<file path="src/rtl/arb_pkg.sv">
// Shared types and helpers for the round-robin quantum arbiter.
package arb_pkg;

    typedef enum logic [1:0] {IDLE, GRANT, RELEASE} arb_state_t;

    function automatic int rr_next(input int idx, input int n);
        return (idx + 1 >= n) ? 0 : idx + 1;
    endfunction

endpackage

</file>
<file path="src/rtl/rr_pick.sv">
// Cyclic first-set-bit picker: scans req&mask starting at ptr, wrapping at N-1 -> 0.
module rr_pick #(
    parameter int N     = 3,
    parameter int IDX_W = (N > 1) ? $clog2(N) : 1
) (
    input  logic [N-1:0]     req,
    input  logic [IDX_W-1:0] ptr,
    input  logic [N-1:0]     mask,
    output logic             valid,
    output logic [IDX_W-1:0] idx
);

    logic [N-1:0] cand;
    assign cand = req & mask;

    // Wrapped candidates (below ptr) are written first so any candidate at or above ptr
    // overrides them; within each group the descending scan leaves the lowest index.
    always_comb begin
        valid = 1'b0;
        idx   = '0;
        for (int i = N - 1; i >= 0; i--) begin
            if (cand[i] && (IDX_W'(i) < ptr)) begin
                valid = 1'b1;
                idx   = IDX_W'(i);
            end
        end
        for (int i = N - 1; i >= 0; i--) begin
            if (cand[i] && (IDX_W'(i) >= ptr)) begin
                valid = 1'b1;
                idx   = IDX_W'(i);
            end
        end
    end

endmodule

</file>
<file path="src/rtl/rr_quantum_arbiter.sv">
// Round-robin arbiter with a hold quantum: owners keep the grant while requesting,
// but are preempted after QUANTUM granted cycles when someone else is waiting.
module rr_quantum_arbiter
    import arb_pkg::*;
#(
    parameter  int N       = 3,
    parameter  int QUANTUM = 8,
    localparam int IDX_W   = (N > 1) ? $clog2(N) : 1,
    localparam int CNT_W   = (QUANTUM > 0) ? $clog2(QUANTUM + 1) : 1
) (
    input  logic             clk,
    input  logic             reset,
    input  logic [N-1:0]     r,
    output logic [N-1:0]     g,
    output logic             busy,
    output logic [IDX_W-1:0] owner,
    output logic             preempt
);

    arb_state_t       state_q, state_n;
    logic [IDX_W-1:0] ptr_q, ptr_n, owner_n, owner_nxt, pick_ptr, pick_idx;
    logic [CNT_W-1:0] cnt_q, cnt_n;
    logic [N-1:0]     g_n, owner_oh, pick_mask;
    logic             preempt_n, pick_valid, in_grant;

    assign in_grant  = (state_q == GRANT);
    assign owner_oh  = N'(1) << owner;
    assign owner_nxt = IDX_W'(rr_next(int'(owner), N));

    // One picker serves both the free-state arbitration and the owner handover.
    assign pick_ptr  = in_grant ? owner_nxt : ptr_q;
    assign pick_mask = in_grant ? ~owner_oh : '1;

    rr_pick #(.N(N), .IDX_W(IDX_W)) u_pick (
        .req   (r),
        .ptr   (pick_ptr),
        .mask  (pick_mask),
        .valid (pick_valid),
        .idx   (pick_idx)
    );

    always_comb begin
        state_n   = state_q;
        ptr_n     = ptr_q;
        cnt_n     = cnt_q;
        owner_n   = owner;
        g_n       = g;
        preempt_n = 1'b0;
        case (state_q)
            IDLE, RELEASE: begin
                if (pick_valid) begin
                    state_n = GRANT;
                    owner_n = pick_idx;
                    g_n     = N'(1) << pick_idx;
                    cnt_n   = CNT_W'(1);
                end else begin
                    state_n = IDLE;
                    g_n     = '0;
                end
            end
            GRANT: begin
                if (!(|(r & owner_oh))) begin
                    ptr_n = owner_nxt;
                    if (pick_valid) begin
                        owner_n = pick_idx;
                        g_n     = N'(1) << pick_idx;
                        cnt_n   = CNT_W'(1);
                    end else begin
                        state_n = IDLE;
                        g_n     = '0;
                    end
                end else if (QUANTUM != 0 && cnt_q == CNT_W'(QUANTUM) && (|(r & ~owner_oh))) begin
                    state_n   = RELEASE;
                    g_n       = '0;
                    ptr_n     = owner_nxt;
                    preempt_n = 1'b1;
                end else if (QUANTUM != 0 && cnt_q < CNT_W'(QUANTUM)) begin
                    cnt_n = cnt_q + CNT_W'(1);
                end
            end
            default: begin
                state_n = IDLE;
                g_n     = '0;
            end
        endcase
    end

    always_ff @(posedge clk or posedge reset) begin
        if (reset) begin
            state_q <= IDLE;
            ptr_q   <= '0;
            cnt_q   <= '0;
            owner   <= '0;
            g       <= '0;
            busy    <= 1'b0;
            preempt <= 1'b0;
        end else begin
            state_q <= state_n;
            ptr_q   <= ptr_n;
            cnt_q   <= cnt_n;
            owner   <= owner_n;
            g       <= g_n;
            busy    <= |g_n;
            preempt <= preempt_n;
        end
    end

endmodule

</file>
<file path="config.mk">
export PLATFORM = sky130hd
export DESIGN_NAME = rr_quantum_arbiter
export DESIGN_NICKNAME = d
export VERILOG_FILES = /design/src/rtl/arb_pkg.sv /design/src/rtl/rr_pick.sv /design/src/rtl/rr_quantum_arbiter.sv
export SDC_FILE = /design/constraint.sdc
export NUM_CORES = 1
export LEC_CHECK = 0
export CAP_MARGIN = 5
export CORE_ASPECT_RATIO = 0.9
export CORE_MARGIN = 3
export CORE_UTILIZATION = 50
export DETAILED_ROUTE_END_ITERATION = 8
export DONT_BUFFER_PORTS = 1
export GPL_TIMING_DRIVEN = 0
export PLACE_DENSITY = 0.77
export SYNTH_ARGS = -nofsm -noshare
export SYNTH_HDL_FRONTEND = slang
export SYNTH_HIERARCHICAL = 1
export SYNTH_SLANG_ARGS = --single-unit
</file>
<file path="constraint.sdc">
create_clock -name clk -period 5.17 [get_ports clk]
set_clock_uncertainty 0.15 [all_clocks]
set_input_delay 1.034 -clock clk [delete_from_list [all_inputs] [get_ports clk]]
set_output_delay 1.034 -clock clk [all_outputs]
set_load 0.05 [all_outputs]
</file>
Word level (Yosys, flattened, before mapping). Cells that the tools add are included.

Bits in registers: 15. Logic and storage cells: 86.

Equality and inequality tests: 9. Reductions and logical operators: 17. Muxes and demuxes: 37. Shift-type cells: 2. Add/sub/neg operators: 2. Bitwise logic cells: 4. Order comparisons: 8.

Operator list (number): 2-bit two-way mux (15); 4-bit two-way mux (4); 3-bit two-way mux (4); 1-bit two-way mux (10); 3-bit AND (3); 3-bit by 2-bit inequality test with 1-bit output, second input constant (3); 3-bit OR reduction (3); 2-bit case mux with 2 select lines (2); 4-bit case mux with 2 select lines (1); 1-bit logical AND (7); 3-bit case mux with 2 select lines (1); 2-bit AND reduction (3); 1-bit by 2-bit << shifter with 3-bit output, first input constant (2); 4-bit by 1-bit adder with 4-bit output, second input constant (1); 4-bit equality test, second input constant (1); 1-bit by 2-bit >= comparator with 1-bit output, first input constant (2); 1-bit by 2-bit less-than comparator with 1-bit output, first input constant (2); 4-bit less-than comparator, second input constant (1); 2-bit by 1-bit adder with 3-bit output, second input constant (1); 3-bit by 2-bit >= comparator with 1-bit output, second input constant (1); 3-bit inequality test, second input constant (1); 3-bit inverter (1); 3-bit AND reduction (1); 2-bit by 1-bit equality test with 1-bit output, second input constant (1); other kinds (8) (8).

Depth between registers and ports, before layout. Gate-level depths: netlist of run 1.

Depth in word-level cells: 17. Gate-level depth with buffers: 10.

Cells and area by module. The synthesis of run 1 kept the hierarchy.

Modules (own cells, without submodules): rr_quantum_arbiter (instances 1, cells each 88, seq. area each 375.4 µm², area an instance 840.8 µm²); rr_pick (instances 1, cells each 11, seq. area each 0.0 µm², area an instance 66.3 µm²).

Least setup slack after synthesis of run 1. No wires, ideal clock.

Path type: reg-to-reg. Start point: reg owner[0]. End point: reg owner[0]. Required time: 4.895 ns. Library setup time: 0.125 ns. Cell stages (with the launch flop): 8. Arrival time: 2.305 ns. Path slack: 2.590 ns. Path buffers: 1. Path through: dfrtp_1 > buf_2 > or3b_1 > or2_2 > nand2_2 > nand3_1 > a21bo_1 > mux2_2.

RTL lines: start: declaration (RTL line rr_quantum_arbiter.sv:16) `output logic [IDX_W-1:0] owner,`; start signal: assignment (RTL line rr_quantum_arbiter.sv:101) `owner <= owner_n;`; 1-bit by 2-bit << shifter with 3-bit output * (RTL line rr_quantum_arbiter.sv:27) `assign owner_oh = N'(1) << owner;`; 3-bit inverter * (RTL line rr_quantum_arbiter.sv:32) `assign pick_mask = in_grant ? ~owner_oh : '1;`; 3-bit two-way mux * (RTL line rr_quantum_arbiter.sv:32); via pick_mask[0] (RTL line rr_quantum_arbiter.sv:23) `logic [N-1:0] g_n, owner_oh, pick_mask;`; 3-bit AND * (RTL line rr_pick.sv:14) `assign cand = req & mask;`; 1-bit logical AND (RTL line rr_pick.sv:22) `if (cand[i] && (IDX_W'(i) < ptr)) begin`; 1-bit two-way mux (RTL line rr_pick.sv:22); 1-bit two-way mux (2 in series) (RTL line rr_pick.sv:28) `if (cand[i] && (IDX_W'(i) >= ptr)) begin`; 1-bit two-way mux * (RTL line rr_pick.sv:28); via pick_valid (RTL line rr_quantum_arbiter.sv:24) `logic preempt_n, pick_valid, in_grant;`; 2-bit two-way mux * (RTL line rr_quantum_arbiter.sv:51, rr_quantum_arbiter.sv:64); 2-bit two-way mux (RTL line rr_quantum_arbiter.sv:62) `if (!(|(r & owner_oh))) begin`; 2-bit case mux with 2 select lines * (RTL line rr_quantum_arbiter.sv:49) `case (state_q)`.

Mark *: on every way through the listed nets, which the timed path passes. The rest lies on a longest branch. The select of a mux whose other input is x is not followed. A chain may end at the register's enable or synchronous reset.

Worst setup path after layout of run 1. Ends and elaborated chain as after synthesis.

==> impl_metrics.py, run 1 <==
metrics = {
    "routing": {
        "dr.pass1.iters": 5,
        "drc": 0,
        "dr_total_vias": 726,
        "drt_iter0_markers": 25,
        "drt-wirelength-per-cell_um": 13.9,
        "postRouteAntennaNets": 0,
        "drt_wl_total_um": 1740,
        "routed_via_density": 5.81,
    },
    "yosys": {
        "synthTopCellsByArea": "dfrtp_1 (41%), nand2_1 (6.2%), inv_1 (4.6%)",
        "synth_area_um2": 907,
        "yosys.area.top_type_share_pct": 41.4,
        "synth_cells": 99,
        "synth_top_flop_cell": "dfrtp_1",
        "mappedNetlistNets": 106,
        "ys_ff_latch": 15,
        "avgSynthCellArea_um2": 9.16,
        "ys_warn_count": 6,
        "synth_area_leader_cell": "dfrtp_1",
        "synth_cell_types": 37,
        "synth-seq-area-share_pct": 41.4,
        "async_flop_share_pct": 100,
        "synth_edf_count": 0,
    },
    "grt": {
        "grt_max_degree": 16,
        "grt-ovfl-total": 0,
        "grt_first_pass_wirelength_um": 2970,
        "track_usage_pct": 17.5,
        "antenna_found_initial": 0,
        "grt_pass1_vias": 676,
    },
    "clock_network": {
        "clk_pin_slew_worst_paths_ps": 90,
        "clock-sinks": 15,
        "clockBufferDepth": 2,
        "htreeDepth": 1,
        "cts_hold_buf": 0,
        "post_cts_buffers": 0,
        "cts_tree": "done",
        "insertion_delay_ps": 280,
        "cts_resized": 0,
        "numCtsBuffers": 3,
        "clock-root-buffer": "clkbuf_4",
    },
    "pwr": {
        "ir_drop_uv": 347,
        "seqPwrFrac_pct": 42.6,
        "p_leak_nw": 0.443,
        "power.share.clock_pct": 11.0,
        "p_int_w": 0.000304,
        "switching_share_pct": 48.9,
        "combinationalPowerShare_pct": 46.4,
        "powerDensity_mw_per_mm2": 619,
        "power_switching_w": 0.000291,
    },
    "floorplanning": {
        "start_util_pct": 57.5,
        "coreArea_mm2": 0.00158,
        "fp.dieW_um": 50.9,
        "dieHeight_um": 46.4,
        "dieArea_mm2": 0.00236,
        "ios": 12,
        "rows": 13,
    },
    "timing": {
        "hold_viol_final": 0,
        "post-route-min-period_ps": 2810,
        "grt_setup_unrepaired": "no",
        "max_freq_mhz": 356,
        "tightest_slew_ps": 611,
        "max-slew-margin-rel_pct": 59.1,
        "timing.hold.ws_ps": 387,
        "fin_crit_sh_pct": 54.3,
        "slew_viol_final": 0,
        "setup_violations": 0,
        "tns_ps": 0,
    },
    "critical_path": {
        "cp_data_arrival_time_ps": 2830,
        "worst_setup_path_start_kind": "register",
        "setup.worst_path.end_class": "register",
        "worstPathRequired_ps": 5190,
        "criticalPathCategory": "reg2reg",
        "cp_max_fo": 10,
    },
    "outcome": {
        "status": "complete, no violations",
    },
    "placement": {
        "gp_congestion": 0.871,
        "io_buffers": 0,
        "dp_hpwl_um": 1350,
        "dp_cells": 121,
    },
    "final_layout": {
        "register_area_um2": 375,
        "multi_input_area_um2": 474,
        "fin_cells": 125,
        "fillers": 143,
        "nets": 111,
        "antennaDiodeCount": 0,
        "area_growth_pct": 6.07,
        "final_cell_mix": "nand2_1 (15), dfrtp_1 (15), inv_1 (11), nor2_1 (6)",
        "drive_gt1_share_pct": 17.5,
    },
    "min_path": {
        "hold_class": "reg2reg",
    },
    "run": {
        "maxCapViolCount": 0,
    },
}
cell type report:
cell class	count	share of cell area, %
multi-input combinational	71	49.3
sequential	15	39.0
inverter	11	4.29
tap	22	2.86
clock buffer	3	2.34
buffer	2	1.69
clock inverter	1	0.520
cells in the mapped netlist (3+ instances only):
cell type and count:
inv_1 11, o32ai_1 4, nor2_1 6, nand2_1 15
a21oi_1 4, dfrtp_1 15, nand3_1 3
state kept, by name, indices dropped and copies added (netlist names):
register and cells:
busy 1, state_q 2, cnt_q 4, g 3, preempt 1, owner 2, ptr_q 2
stage by stage:
stage | power (W) | instance area (um^2) | utilization [%] | worst slack [ps]
after floorplan | 0.000481 | 907 | - | 2590
after global placement | 0.000522 | 935 | 59.2 | 2380
after detailed placement | 0.000532 | 935 | 59.2 | 2380
after CTS | 0.000599 | 962 | 61.0 | 2370
after global routing | 0.000641 | 962 | 61.0 | 2220
final | 0.000596 | 962 | 61.0 | 2360
worst max-delay path, cell delays in order (launching register included):
cell     delay [ps]
dfrtp_1         570
buf_2           270
or3b_1          420
or2_2           320
nand2_2         110
nand3_1         140
a21bo_1         350
mux2_2          360
final timing paths:
| path | from | endpoint | slack (ps) | cells after the start |
|---|---|---|---|---|
| max in group asynchronous | reset | cnt_q[1] | 3950 | 1 |
| worst min-delay path | ptr_q[0] | ptr_q[0] | 390 | 2 |
| min in group asynchronous | reset | state_q[1] | 540 | 1 |
| worst max-delay path | owner[0] | owner[0] | 2360 | 7 |
| worst max register to register | owner[0] | owner[0] | 2360 | 7 |
| worst min register to register | ptr_q[0] | ptr_q[0] | 390 | 2 |
metal layers:
layer  vias up  GRT usage, %  routed length (um)
met5         -             0                   0
met2        33          27.1                 755
met1       322          22.3                 823
li1        365             -                   -
met3         6          6.47                 125
met4         0          7.53                  33
kinds of logic after synthesis:
group | Yosys count | synth area share, %
AO/OA/AOI/OAI | 26 | 22.5
XOR/XNOR | 1 | 0.966
adder cells (fa/ha/maj) | 2 | 2.76
buffers and inverters | 13 | 6.34
flip-flops | 15 | 41.4
multiplexers | 4 | 4.69
AND/OR/NAND/NOR | 38 | 21.4
power groups by stage:
| stage | clock, W | sequential, W | combinational (W) |
|---|---|---|---|
| 2_1_floorplan | 0 | 0.000248 | 0.000232 |
| 3_3_place_gp | 0 | 0.000255 | 0.000267 |
| 3_5_place_dp | 0 | 0.000256 | 0.000275 |
| 4_1_cts | 0.0000703 | 0.000254 | 0.000275 |
| 5_1_grt | 0.0000731 | 0.000260 | 0.000308 |
| 6_report | 0.0000655 | 0.000254 | 0.000276 |
Note: power is estimated with default switching activity, not from simulation.
==> run 2, diff against run 1 <==
PLACE_DENSITY = 0.8   (was 0.77)
clock period = 2.5 ns   (was 5.17 ns; I/O delays follow)
==> impl_metrics.py, run 2 (same netlist as run 1, synthesis figures left out) <==
metrics = {
    "outcome": {
        "status": "complete, but fails checks",
        "violations": "negative hold slack",
    },
    "floorplanning": {
        "fp.dieW_um": 50.9,
        "dieArea_mm2": 0.00236,
        "rows": 13,
        "coreArea_mm2": 0.00158,
        "start_util_pct": 57.5,
        "ios": 12,
        "dieHeight_um": 46.4,
    },
    "timing": {
        "fin_crit_sh_pct": 96.1,
        "max_freq_mhz": 416,
        "tns_ps": 0,
        "post-route-min-period_ps": 2400,
        "tightest_slew_ps": 567,
        "grt_setup_unrepaired": "no",
        "hold_viol_final": 9,
        "setup_ws_ps": 98.3,
        "max-slew-margin-rel_pct": 62.1,
        "timing.hold.ws_ps": -3.77,
        "slew_viol_final": 0,
        "setup_violations": 0,
    },
    "routing": {
        "dr_total_vias": 772,
        "drt_iter0_markers": 20,
        "dr.pass1.iters": 4,
        "postRouteAntennaNets": 0,
        "routed_via_density": 6.03,
        "drt_wl_total_um": 1830,
        "drt-wirelength-per-cell_um": 14.3,
        "drc": 0,
    },
    "critical_path": {
        "cp_data_arrival_time_ps": 2430,
        "setup.worst_path.end_class": "register",
        "worstPathRequired_ps": 2530,
        "reg2reg_slack_ps": 100,
        "criticalPathCategory": "reg2reg",
        "cp_max_fo": 10,
        "worst_setup_path_start_kind": "register",
    },
    "final_layout": {
        "area_growth_pct": 13.4,
        "multi_input_area_um2": 510,
        "antennaDiodeCount": 0,
        "final_cell_area_mm2": 0.00103,
        "nets": 114,
        "largest_registers": "cnt_q (4), g (3)",
        "final_cell_mix": "nand2_1 (14), dfrtp_1 (14), inv_1 (11), nor2_1 (6), a21oi_1 (4)",
        "largest_register_ffs": 4,
        "fillers": 133,
        "top_register": "cnt_q",
        "drive_gt1_share_pct": 25.5,
        "register_area_um2": 377,
    },
    "clock_network": {
        "clk_pin_slew_worst_paths_ps": 90,
        "clockBufferDepth": 2,
        "insertion_delay_ps": 280,
        "cts_hold_buf": 0,
        "cts_tree": "done",
        "htreeDepth": 1,
        "numCtsBuffers": 3,
        "clock-root-buffer": "clkbuf_4",
        "clock-sinks": 15,
    },
    "grt": {
        "grt-ovfl-total": 0,
        "antenna_found_initial": 0,
        "grt_pass1_vias": 705,
        "track_usage_pct": 17.3,
        "grt_first_pass_wirelength_um": 3000,
        "grt_max_degree": 16,
    },
    "pwr": {
        "power.share.clock_pct": 9.8,
        "p_int_w": 0.000709,
        "ir_drop_uv": 768,
        "switching_share_pct": 47.8,
        "seqPwrFrac_pct": 39.0,
        "finalPower_w": 0.00136,
        "powerDensity_mw_per_mm2": 1320,
        "power_switching_w": 0.000649,
        "p_leak_nw": 0.465,
        "combinationalPowerShare_pct": 51.1,
    },
    "min_path": {
        "hold_class": "in2async",
    },
    "placement": {
        "placed_area_um2": 936,
        "dp_hpwl_um": 1310,
        "io_buffers": 0,
        "gp_congestion": 0.853,
        "post-place-ws_ps": -184,
    },
    "run": {
        "maxCapViolCount": 0,
    },
}
-- run 2: final cells by class --
class,instances,share of cell area [%]
Buffer,2,2.19
Clock buffer,3,2.19
Clock inverter,1,0.487
Inverter,11,4.01
Multi-Input combinational cell,71,49.6
Sequential cell,15,36.6
Tap cell,22,2.68
Timing Repair Buffer,3,2.19
-- run 2: per-layer routing --
| metal | global-route usage (%) | up-vias | share of wire [%] |
|---|---|---|---|
| met2 | 28.6 | 27 | 50 |
| li1 | - | 369 | - |
| met4 | 3.23 | 0 | 0.44 |
| met5 | 0 | - | 0 |
| met3 | 6.80 | 3 | 6.0 |
| met1 | 21.6 | 373 | 44 |
-- run 2: critical path: stages (launching register included) --
cell and delay [ps]:
dfrtp_2 530, buf_6 180, or3b_1 400, or2_4 270, nand2_2 120, nand3_2 100, a21bo_4 220, mux2_2 330
-- run 2: worst paths after layout --
kind,start,cells after the start,to
min,reset,1,busy
min in group clk,r[2],2,preempt
max in group asynchronous,reset,1,owner[0]
min reg2reg,ptr_q[1],2,ptr_q[1]
max reg2reg,owner[0],7,owner[1]
max,owner[0],7,owner[1]
-- run 2: power by group through the flow --
stage | combinational [W] | sequential [W] | clock [W]
6_report | 0.000694 | 0.000530 | 0.000133
5_1_grt | 0.000758 | 0.000543 | 0.000149
4_1_cts | 0.000652 | 0.000531 | 0.000142
3_5_place_dp | 0.000573 | 0.000534 | 0
3_3_place_gp | 0.000548 | 0.000532 | 0
2_1_floorplan | 0.000481 | 0.000515 | 0
-- run 2: stage by stage --
stage / utilization (%) / cells
2_1_floorplan: - / 99
3_3_place_gp: 59.3 / 121
3_5_place_dp: 59.3 / 121
4_1_cts: 63.9 / 128
5_1_grt: 65.2 / 128
6_report: 65.2 / 128
-- run 2: timing repair --
item	4_1_cts	5_1_grt
endpoints found under the setup margin	5	5
setup buffers	3	0
resized for setup	6	4
gates cloned	0	0
pin swaps	1	1
